## config.mk

```make
export PLATFORM = sky130hd
export DESIGN_NAME = gpr_wb_arb
export DESIGN_NICKNAME = d
export VERILOG_FILES = /design/src/rtl/gpr_pkg.sv /design/src/rtl/gpr_wb_arb_rr_pick.sv /design/src/rtl/gpr_wb_arb.sv
export SDC_FILE = /design/constraint.sdc
export NUM_CORES = 1
export LEC_CHECK = 0
export ABC_AREA = 1
export CORE_ASPECT_RATIO = 1.1
export CORE_MARGIN = 3
export CORE_UTILIZATION = 32
export DETAILED_ROUTE_END_ITERATION = 7
export PLACE_DENSITY = 0.85
export SLEW_MARGIN = 0
export SYNTH_ARGS = -nofsm -noshare
export SYNTH_HDL_FRONTEND = slang
export SYNTH_SLANG_ARGS = --single-unit
```

## constraint.sdc

```tcl
create_clock -name clk -period 1.3 [get_ports clk]
set_clock_uncertainty 0.05 [all_clocks]
set_input_delay 0.39 -clock clk [delete_from_list [all_inputs] [get_ports clk]]
set_output_delay 0.39 -clock clk [all_outputs]
set_load 0.02 [all_outputs]
```

## src/rtl/gpr_pkg.sv

```systemverilog
// Shared constants and types for the general-purpose register file and its
// write-back path.
package gpr_pkg;

  // Register file geometry.
  localparam int unsigned GPR_AW = 5;
  localparam int unsigned GPR_DW = 32;
  localparam logic [4:0]  GPR_ZERO = 5'd0;

  // Write-back source slots on the arbiter request vector.
  typedef enum logic [2:0] {
    WB_SRC_ALU  = 3'd0,
    WB_SRC_MEM  = 3'd1,
    WB_SRC_LINK = 3'd2
  } wb_src_e;

  // Width of a binary index over n requesters (at least one bit).
  function automatic int unsigned idx_bits(input int unsigned n);
    return (n <= 2) ? 1 : $clog2(n);
  endfunction

endpackage

```

## src/rtl/gpr_wb_arb_rr_pick.sv

```systemverilog
// rr_pick: combinational rotating-priority picker. Scans the request vector
// starting at index 'start', wrapping around, and returns the first set
// request as a one-hot grant plus its binary index. A constant start of 0
// gives plain lowest-index-first priority.
module rr_pick
  import gpr_pkg::*;
#(
  parameter int unsigned NREQ = 3,
  parameter int unsigned IW   = idx_bits(NREQ)
) (
  input  logic [NREQ-1:0] req,
  input  logic [IW-1:0]   start,
  output logic [NREQ-1:0] grant,
  output logic [IW-1:0]   win
);

  // First set request at or after 'start', wrapping modulo NREQ.
  always_comb begin
    logic        found;
    int unsigned idx;
    grant = '0;
    win   = '0;
    found = 1'b0;
    idx   = 0;
    for (int unsigned k = 0; k < NREQ; k++) begin
      idx = (32'(start) + k) % NREQ;
      if (!found && req[idx]) begin
        found      = 1'b1;
        grant[idx] = 1'b1;
        win        = IW'(idx);
      end
    end
  end

endmodule

```

## src/rtl/gpr_wb_arb.sv

```systemverilog
// gpr_wb_arb: write-back arbiter for the 32x32 register file. Grants one
// source per cycle, registers its index/data and drives the file's single
// write port one cycle later. Writes to register 0 are granted but never
// assert rw.
// Build option: define GPR_WB_RR_EN for round-robin priority; otherwise the
// lowest-index requester always wins and no priority pointer exists.
module gpr_wb_arb
  import gpr_pkg::*;
#(
  parameter int unsigned NREQ = 3,
  parameter int unsigned DW   = GPR_DW,
  parameter int unsigned AW   = GPR_AW
) (
  input  logic               clk,
  input  logic               rst,
  input  logic               hold,
  input  logic [NREQ-1:0]    req,
  input  logic [NREQ*AW-1:0] req_reg,
  input  logic [NREQ*DW-1:0] req_data,
  output logic [NREQ-1:0]    ack,
  output logic               rw,
  output logic [AW-1:0]      WriteReg,
  output logic [DW-1:0]      WriteData
);

  localparam int unsigned IW = idx_bits(NREQ);

  logic [NREQ-1:0] grant;
  logic [IW-1:0]   win;
  logic [IW-1:0]   start;
  logic            xfer;
  logic [AW-1:0]   sel_reg;
  logic [DW-1:0]   sel_data;

`ifdef GPR_WB_RR_EN
  localparam logic [IW-1:0] PTR_RST = IW'(NREQ - 1);

  logic [IW-1:0] ptr;

  // Search begins one past the last winner, wrapping at NREQ.
  always_comb begin
    start = (ptr == PTR_RST) ? '0 : ptr + 1'b1;
  end

  // Pointer follows the most recent transfer; reset gives source 0 priority.
  always_ff @(posedge clk) begin
    if (rst) begin
      ptr <= PTR_RST;
    end else if (xfer) begin
      ptr <= win;
    end
  end
`else
  // Fixed priority: always scan from source 0.
  always_comb begin
    start = '0;
  end
`endif

  rr_pick #(
    .NREQ (NREQ),
    .IW   (IW)
  ) u_pick (
    .req   (req),
    .start (start),
    .grant (grant),
    .win   (win)
  );

  // Grant is suppressed by hold and reset; a transfer is any acked request.
  always_comb begin
    ack  = (rst || hold) ? '0 : grant;
    xfer = |ack;
  end

  // Winner's index and data, selected by binary winner index so the data
  // path never feeds back into ack.
  always_comb begin
    sel_reg  = '0;
    sel_data = '0;
    for (int unsigned i = 0; i < NREQ; i++) begin
      if (win == IW'(i)) begin
        sel_reg  = req_reg[i*AW +: AW];
        sel_data = req_data[i*DW +: DW];
      end
    end
  end

  // Output register: capture on transfer, drop rw otherwise; reg 0 is filtered.
  always_ff @(posedge clk) begin
    if (rst) begin
      rw        <= 1'b0;
      WriteReg  <= '0;
      WriteData <= '0;
    end else if (xfer) begin
      rw        <= (sel_reg != AW'(GPR_ZERO));
      WriteReg  <= sel_reg;
      WriteData <= sel_data;
    end else begin
      rw <= 1'b0;
    end
  end

endmodule

```

==> qor.yml <==
status: "finished, violations left"
violations: "negative setup slack"
worst_skew_pair.late_latency_ps: 280
num_antenna_cells: 0
ys_seq_elements: 38
cts_root_buf: "clkbuf_8"
power_leakage_nw: 2.18
reg2reg_depth: 5
multi_input_area_um2: 1390
h-tree-depth: 2
drtIter0Drc: 78
ys_types: 15
yosysSeqAreaShare_pct: 34.5
total_power_mw: 3.30
period_minus_slack_ps: 1380
vias: 2996
rsz0062_at_grt: "true"
layout_common_cells: "nand2_1 (143), clkdlybuf4s50_1 (111), inv_1 (40)"
globalplace.congestion: 0.743
start_kind: "input port"
crit_type: "in2reg"
cts_tree: "built"
tightest_slew_ps: 414
synth-simple-area-share_pct: 49.9
synth_xor_area_share_pct: 0
fin_area_um2: 4520
final-setup-viol-count: 35
drive_above_1_share_pct: 26.6
grt_overflow_total: 0
path_cells: "buf_8, buf_6, o21ai_4, nand2_2, nand2_4, inv_8, buf_12, clkbuf_16, nor2_4, nor2_1, nand2_1, inv_1"
worstHoldEndpoint: "WriteReg[0]"
cp_data_required_time_ps: 1430
wl_per_cell_um: 13.3
cp.arrival_ps: 1510
hold_start: "WriteReg[0]"
ios: 158
critPathMaxFanout: 4
timing.rr.start: "WriteData[1]"
row_count: 31
syn_to_final_growth_pct: 105
vias_per_cell: 4.67
layout.nets: 677
die_y_um: 93.0
path_delay_family: "buffers and inverters"
fillers: 601
cts_num_sinks: 38
synthMuxAreaShare_pct: 0
cts_buffer_depth: 2
hpwl_mm: 5.79
placement.io_buffers: 157
cts_hold_buf: 0
dpl_cell_area_um2: 4050
period_share_pct: 106
power_density_nw_per_um2: 731
critPathMaxStageDelay_ps: 160
whs_path_depth: 2
synthAdderAreaFrac_pct: 0
grt_pass1_vias: 2974
maxCapViolCount: 0
netlist_area_um2: 2200
synth_top_family_by_area: "simple AND/OR/NAND/NOR gates"
wirelength_mm: 8.56
syn-num-nets: 492
crit_start: "req[1]"
track_usage_pct: 20.6
worst_ir_drop_vdd_uv: 402
yosysWarnings: 0
grt_max_degree: 38
cts.reportedPaths.clkPinSlew_ps: 70
drc: 0
layout_commonest_cell: "nand2_1"
r2r_setup_slack_ps: 450
seq_area_um2: 768
antenna_found_initial: 0
drtPass1Iterations: 4
min_path_type: "reg2reg"
cp.buffers_inverters: 6
grt_pass1_wl_mm: 13.3
cts_buffers: 5
synth_compound_area_share_pct: 2.78
initial_core_util_pct: 33.2
dieArea_um2: 7910
maxSlewViolCount: 0
avgSynthCellArea_um2: 5.87
core_um2: 6630
postRouteAntennaNets: 0
synthCells: 375
critPathCaptureType: "register"
max_freq_mhz: 726
die_x_um: 85.1
hold_viol: 0
r2r_end: "WriteData[1]"
critPathSlowestCell: "clkbuf_16"
setup_slack_ps: -76.5
slew_headroom_pct: 72.4
## cell families after synthesis
logic type,count (synthesis)
simple gates,261
compound gates,10
buf+inv,66
flops,38
## what timing repair did
item                       in CTS  in global routing
setup endpoints to repair      79                 43
pin swaps                      17                 30
setup buffers                   8                  1
hold endpoints to repair        0                  0
gates cloned                    6                  1
gates resized for setup       245                 48
## state kept, by name, indices dropped and copies added, names as in the netlist
signal,flops
WriteData,32
rw,1
WriteReg,5
## cell type report
| cell class | instances | area share, % |
|---|---|---|
| tap | 82 | 2.27 |
| timing repair buffer | 199 | 44.4 |
| sequential | 38 | 17.0 |
| inverter | 45 | 3.96 |
| clock buffer | 7 | 1.69 |
| multi-input combinational | 271 | 30.6 |
## metrics by stage
stage / hold WS (ps) / utilization (%) / setup WS, ps / cells / setup TNS [ps]
floorplan: 491 / - / -98.1 / 375 / -1960
global placement: 407 / 61.0 / -869 / 620 / -28540
detailed placement: 420 / 61.0 / -910 / 620 / -29770
CTS: 431 / 65.2 / -46.2 / 641 / -920
global route: 444 / 68.1 / -123 / 642 / -3340
finish: 426 / 68.1 / -76.5 / 642 / -1750
## Yosys cell counts
cell	number	area, um2
nand3_1	9	45.0
inv_1	41	154
clkbuf_1	13	48.8
buf_2	3	15.0
dfxtp_1	38	761
nor2_1	62	233
buf_4	2	15.0
a21oi_1	5	25.0
nor2_2	11	68.8
nand2_1	147	552
inv_2	4	15.0
o21ai_4	1	16.3
nand4_1	32	200
o21ai_1	4	20.0
buf_6	3	33.8
## power breakdown
group          switching, mW  internal (mW)  leakage [nW]
Sequential            0.0551           1.24         0.314
Combinational          0.539          0.710          1.83
Clock                  0.386          0.370        0.0383
## per-layer routing
metal,GRT usage [%],vias to the layer above,share of wire [%]
li1,-,1520,-
met1,23.0,1342,40
met2,38.2,121,51
met3,4.67,13,6.9
met4,6.73,0,1.6
met5,0,-,0
## worst max-delay path by stage
stage	end	depth (start not counted)	slack, ps
final	WriteData[1]	12	-80
after global routing	WriteData[9]	12	-120
after detailed placement	ack[0]	5	-910
after global placement	ack[2]	5	-870
after floorplan	WriteData[5]	10	-100
after CTS	ack[0]	5	-50
## worst register-to-register path, delay by kind of cell, from the launching register on
family,cells,cell delay [ps]
buf+inv,2,170
flops,1,320
simple gates,3,210
No activity file was read; power rests on OpenSTA's default activity.
